<file path="src/rtl/fetch_unit.sv">
// fetch_unit: instruction fetch stage that sits in front of the IF/ID register.
//   It owns the fetch PC and issues in-order requests to instruction memory
//   over a req/gnt/rvalid handshake. Returned words are buffered in a DEPTH-entry
//   FIFO as {pc, inst} and presented one per cycle to decode. A redirect flushes
//   the FIFO, restarts fetch at the new PC and marks all in-flight requests stale.
// Ports:
//   clk, rst                      clock, asynchronous active-high reset
//   imem_req/addr (out)           request valid / byte address (= fetch PC)
//   imem_gnt (in)                 memory accepted the request this cycle
//   imem_rvalid/rdata (in)        in-order response valid / instruction word
//   redirect/redirect_pc (in)     taken branch/jump and its target
//   stall (in)                    decode cannot accept the head entry
//   if_valid/if_pc/if_inst (out)  head entry toward decode (NOP when empty)
module fetch_unit #(
  parameter logic [31:0] RESET_PC = 32'h0000_0000,
  parameter int          DEPTH    = 2
) (
  input  logic        clk,
  input  logic        rst,
  output logic        imem_req,
  output logic [31:0] imem_addr,
  input  logic        imem_gnt,
  input  logic        imem_rvalid,
  input  logic [31:0] imem_rdata,
  input  logic        redirect,
  input  logic [31:0] redirect_pc,
  input  logic        stall,
  output logic        if_valid,
  output logic [31:0] if_pc,
  output logic [31:0] if_inst
);

  localparam int          PW  = $clog2(DEPTH);
  localparam int          CW  = $clog2(DEPTH) + 1;  // holds 0..DEPTH
  localparam logic [31:0] NOP = 32'h0000_0013;

  typedef struct packed {
    logic [31:0] pc;
    logic [31:0] inst;
  } entry_t;

  entry_t          fifo_q [DEPTH];
  logic [PW-1:0]   rd_ptr_q, wr_ptr_q;
  logic [CW-1:0]   count_q, outst_q, discard_q;
  logic [31:0]     fpc_q, rpc_q;

  logic [CW-1:0]   outst_d;
  logic [CW:0]     credit_used;
  logic [31:0]     redir_pc_aligned;
  logic            grant, push, pop;

  // Credit counts both words already buffered and words still in flight, so
  // every granted request is guaranteed a FIFO slot. A pop in the same cycle
  // does not free credit, which keeps this path short.
  assign credit_used      = {1'b0, outst_q} + {1'b0, count_q};
  assign imem_req         = !rst && !redirect && (credit_used < (CW+1)'(DEPTH));
  assign imem_addr        = fpc_q;
  assign grant            = imem_req && imem_gnt;
  assign redir_pc_aligned = redirect_pc & 32'hFFFF_FFFC;

  // Responses are consumed either as stale (discard) or as new-stream data;
  // during a redirect the returning word belongs to the old stream.
  assign push = imem_rvalid && (discard_q == '0) && !redirect;
  assign pop  = if_valid && !stall && !redirect;

  assign outst_d = outst_q + CW'(grant) - CW'(imem_rvalid);

  // Outputs come only from registered FIFO state.
  assign if_valid = (count_q != '0);
  assign if_pc    = if_valid ? fifo_q[rd_ptr_q].pc   : 32'h0;
  assign if_inst  = if_valid ? fifo_q[rd_ptr_q].inst : NOP;

  always_ff @(posedge clk or posedge rst) begin
    if (rst) begin
      fpc_q     <= RESET_PC;
      rpc_q     <= RESET_PC;
      outst_q   <= '0;
      discard_q <= '0;
      count_q   <= '0;
      rd_ptr_q  <= '0;
      wr_ptr_q  <= '0;
      for (int i = 0; i < DEPTH; i++) fifo_q[i] <= '0;
    end else begin
      outst_q <= outst_d;
      if (redirect) begin
        fpc_q     <= redir_pc_aligned;
        rpc_q     <= redir_pc_aligned;
        count_q   <= '0;
        rd_ptr_q  <= '0;
        wr_ptr_q  <= '0;
        // Everything still in flight after this cycle is stale; this already
        // covers drops pending from an earlier redirect.
        discard_q <= outst_d;
      end else begin
        if (grant) fpc_q <= fpc_q + 32'd4;
        if (imem_rvalid && (discard_q != '0)) discard_q <= discard_q - CW'(1);
        if (push) begin
          fifo_q[wr_ptr_q] <= '{pc: rpc_q, inst: imem_rdata};
          wr_ptr_q         <= wr_ptr_q + PW'(1);
          rpc_q            <= rpc_q + 32'd4;
        end
        if (pop) rd_ptr_q <= rd_ptr_q + PW'(1);
        count_q <= count_q + CW'(push) - CW'(pop);
      end
    end
  end

endmodule
</file>
<file path="config.mk">
export PLATFORM = sky130hd
export DESIGN_NAME = fetch_unit
export DESIGN_NICKNAME = d
export VERILOG_FILES = /design/src/rtl/fetch_unit.sv
export SDC_FILE = /design/constraint.sdc
export NUM_CORES = 1
export LEC_CHECK = 0
export BUFFER_PORTS_ARGS = -buffer_cell sky130_fd_sc_hd__buf_2
export CAP_MARGIN = 20
export CORE_MARGIN = 3
export CORE_UTILIZATION = 30
export DETAILED_ROUTE_END_ITERATION = 6
export PLACE_DENSITY = 0.45
export SKIP_CTS_REPAIR_TIMING = 1
export SYNTH_ARGS = -nofsm -noshare
export SYNTH_HDL_FRONTEND = slang
export SYNTH_SLANG_ARGS = --single-unit
</file>
<file path="constraint.sdc">
create_clock -name clk -period 6.8 [get_ports clk]
set_input_delay 0.34 -clock clk [delete_from_list [all_inputs] [get_ports clk]]
set_output_delay 0.34 -clock clk [all_outputs]
set_load 0.05 [all_outputs]
</file>
==> run_results.csv <==
group,metric,value,unit
status,status,"completed",
place,place_inst,1375,
pwr,pwr_density_cell,390,nW/um^2
cts,cts_made_buffers,17,
pwr,seqPwrFrac,41.3,%
critical_path,start_kind,"flop",
cts,clk_latency,0.44,ns
route,via_count,7064,
run,max_cap_violations,0,
route,routed_wl,24.6,mm
critical_path,worstSetupPathType,"flop to flop",
finish,areaGrowthSynthToFinish,18.2,%
synth,synth_most_common_cell,"dfrtp_1",
finish,postLayoutCellArea,11300,sq um
synth,syn_area,9580,sq um
sta,min_period,3.03,ns
pwr,ir_drop,0.000183,V
floorplan,pin_count,168,
pwr,power_frac_clock,21.9,%
global_route,antenna_found_initial,0,
route,vias_per_cell,5.02,
route,final_antenna_net_count,0,
critical_path,critPathMaxStageDelay,0.75,ns
floorplan,die_y,185,um
place,port_buffers,161,
synth,synth-main-ff-cell,"dfrtp_1",
synth,synth_edf_count,0,
finish,drive_gt1_share,34.6,%
synth,yosysWarnings,0,
finish,final_net_count,1076,
critical_path,arrival,3.33,ns
floorplan,coreArea,31100,sq um
critical_path,slowest_stage,"nor4_1",
cts,cts_max_level,4,
pwr,switchingPower,0.00173,W
route,first_pass_iters,4,
sta,setup_violations,0,
place,hpwlAfterDp,16.4,mm
sta,rsz0062_at_grt,"no",
cts,cts.sinks,192,
place,post_dp_cell_area,10800,sq um
min_path,hold_class,"input port to async pin",
synth,synth_top_family_by_area,"multiplexers",
cts,cts-root-buf,"clkbuf_16",
critical_path,reg2reg_from,"count_q[0]",
synth,synth-compound-area-share,6.06,%
synth,syn_inst,859,
floorplan,design.die.area,34100,sq um
global_route,grt_pass1_vias,7172,
sta,fmax,330,MHz
sta,finalHoldViolCount,0,
route,initialDrtViolationCount,251,
critical_path,crit_family,"simple AND/OR/NAND/NOR gates",
finish,final_cells,1407,
synth,synthTopCellsByCount,"192 x dfrtp_1, 136 x mux2_2, 101 x nor2_1",
synth,synth_top_area_cell,"dfrtp_1",
floorplan,start_util,30.8,%
critical_path,crit_path_max_fanout,13,
route,post_drt_wl_per_cell,17.5,um
synth,syn_area_per_cell,11.2,sq um
sta,final.setup_skew,0.0134,ns
finish,multi_input_area,4530,sq um
pwr,finalPower,0.00442,W
synth,ys_ff_latch,192,
synth,ys_types,48,
critical_path,critical_path.cell_chain,"and2_1, fa_1, or4b_4, nor4_1, a311o_1, o311ai_0",
critical_path,setup.worst_path.end_class,"flop",
finish,antenna_cells,0,
cts,clk_pin_slew,0.08,ns
sta,finalMaxSlewViolations,0,
route,drc,0,
sta,fin_crit_sh,44.6,%
synth,synth.area.mux_share,22.7,%
sta,tns,0,ns
critical_path,worstPathRequired,7.10,ns
critical_path,r2r_setup_slack,3.77,ns
pwr,internal_power,0.00269,W
critical_path,worst-path-buf-inv,0,
place,gp_congestion,0.779,
global_route,grt_max_degree,124,
finish,regArea,4810,sq um
pwr,leakage,4.92,nW
global_route,grt_pass1_wl,40.1,mm
cts,ctsLongestPathBuffers,2,
synth,synth-simple-area-share,14.9,%
finish,fill_cells,3187,
cts,cts_tree,"done",
synth,synthXorXnorAreaFrac,2.10,%
synth,synth_sequential_area_ratio,50.2,%
synth,synth_fa_ha_area_share,1.12,%
global_route,overflow,0,
sta,worst_pin_slew,0.947,ns
critical_path,reg2reg_to,"imem_addr[23]",
floorplan,row_count,64,
critical_path,ff2ff_path_depth,6,
sta,fin_ws,3.77,ns
pwr,power.share.switching,39.2,%
global_route,track_usage,14.9,%
floorplan,die_w,185,um
sta,slew_headroom,36.9,%
place,place_ws,3.76,ns
synth,synth.area.top_cells,"dfrtp_1 50%, mux2_2 16%, mux2i_1 6.7%",
synth,synthArstFlopShare,100,%
pwr,power_frac_comb,36.8,%
synth,synth_top_cell_area_share,50.2,%
==> metal layers <==
layer	GRT usage, %	vias up	share of wire (%)
met2	22.0	163	43
met3	3.36	10	4.9
met1	22.3	3481	52
met4	2.88	0	0.67
met5	0	-	0
li1	-	3410	-
==> metrics by stage <==
stage	hold slack (ns)	util [%]
after floorplan	0.461	-
after global placement	0.486	34.7
after detailed placement	0.494	34.7
after CTS	0.120	36.4
after global routing	0.125	36.4
final	0.0633	36.4
==> worst max-delay path by stage <==
| stage | startpoint | end | slack [ns] | cells past startpoint |
|---|---|---|---|---|
| 5_1_grt | count_q[0] | imem_addr[23] | 3.51 | 6 |
| 3_3_place_gp | count_q[0] | imem_addr[23] | 3.74 | 6 |
| 4_1_cts | count_q[0] | imem_addr[23] | 3.72 | 6 |
| 6_report | count_q[0] | imem_addr[23] | 3.77 | 6 |
| 2_1_floorplan | rst | count_q[0] | 1.23 | 1 |
| 3_5_place_dp | count_q[0] | imem_addr[23] | 3.76 | 6 |
==> sequential cells by signal (all words and copies together) (netlist names) <==
name       flops
outst_q        2
rpc_q         30
discard_q      2
count_q        2
imem_addr     30
rd_ptr_q       1
wr_ptr_q       1
fifo_q       124
==> area by class of cell <==
| type | instances | area share, % |
|---|---|---|
| flip-flops and latches | 192 | 42.5 |
| multi-input cells | 600 | 40.0 |
| repair buffers | 170 | 7.71 |
| well taps | 396 | 4.38 |
| clock buffers | 17 | 3.76 |
| clock inverters | 15 | 1.10 |
| inverters | 17 | 0.630 |
==> power groups by stage <==
stage               logic [W]  clock network (W)  registers (W)
floorplan             0.00125                  0        0.00184
global placement      0.00164                  0        0.00185
detailed placement    0.00166                  0        0.00185
CTS                   0.00166            0.00101        0.00183
global route          0.00177            0.00106        0.00189
finish                0.00163           0.000965        0.00183
==> placed cells by master, fill, tap and decap left out, drive strengths merged, types with 3 or more instances in the layout <==
cell / netlist / layout
dfrtp: 192 / 192
o311a: 4 / 4
clkbuf: 36 / 17
a21oi: 12 / 12
nor2: 101 / 101
or4: 12 / 12
and2: 5 / 5
o31ai: 7 / 7
o21ai: 17 / 17
a211oi: 10 / 10
ha: 7 / 7
nor3: 19 / 19
or3: 10 / 10
a31oi: 17 / 17
clkinvlp: 0 / 3
nor4: 13 / 13
xnor2: 18 / 18
buf: 17 / 170
and3: 7 / 7
a31o: 3 / 3
a311oi: 5 / 5
mux2i: 64 / 64
nand3: 25 / 25
mux2: 136 / 136
and4: 18 / 18
inv: 17 / 24
nor2b: 3 / 3
conb: 1 / 4
nand2: 35 / 35
clkinv: 0 / 5
nand4: 19 / 19
xor2: 5 / 5
nand2b: 6 / 6
==> logic make-up (layout without fill, tap and decap cells) <==
kind of cell | count (synthesis) | in the layout
DFF | 192 | 192
and+or+nand+nor | 279 | 279
buffers and inverters | 70 | 219
xor gates and xnor gates | 23 | 23
muxes | 200 | 200
adders and majority gates | 8 | 8
AOI/OAI and AO/OA | 86 | 86
other | 1 | 4
(Power assumes the default switching activity.)
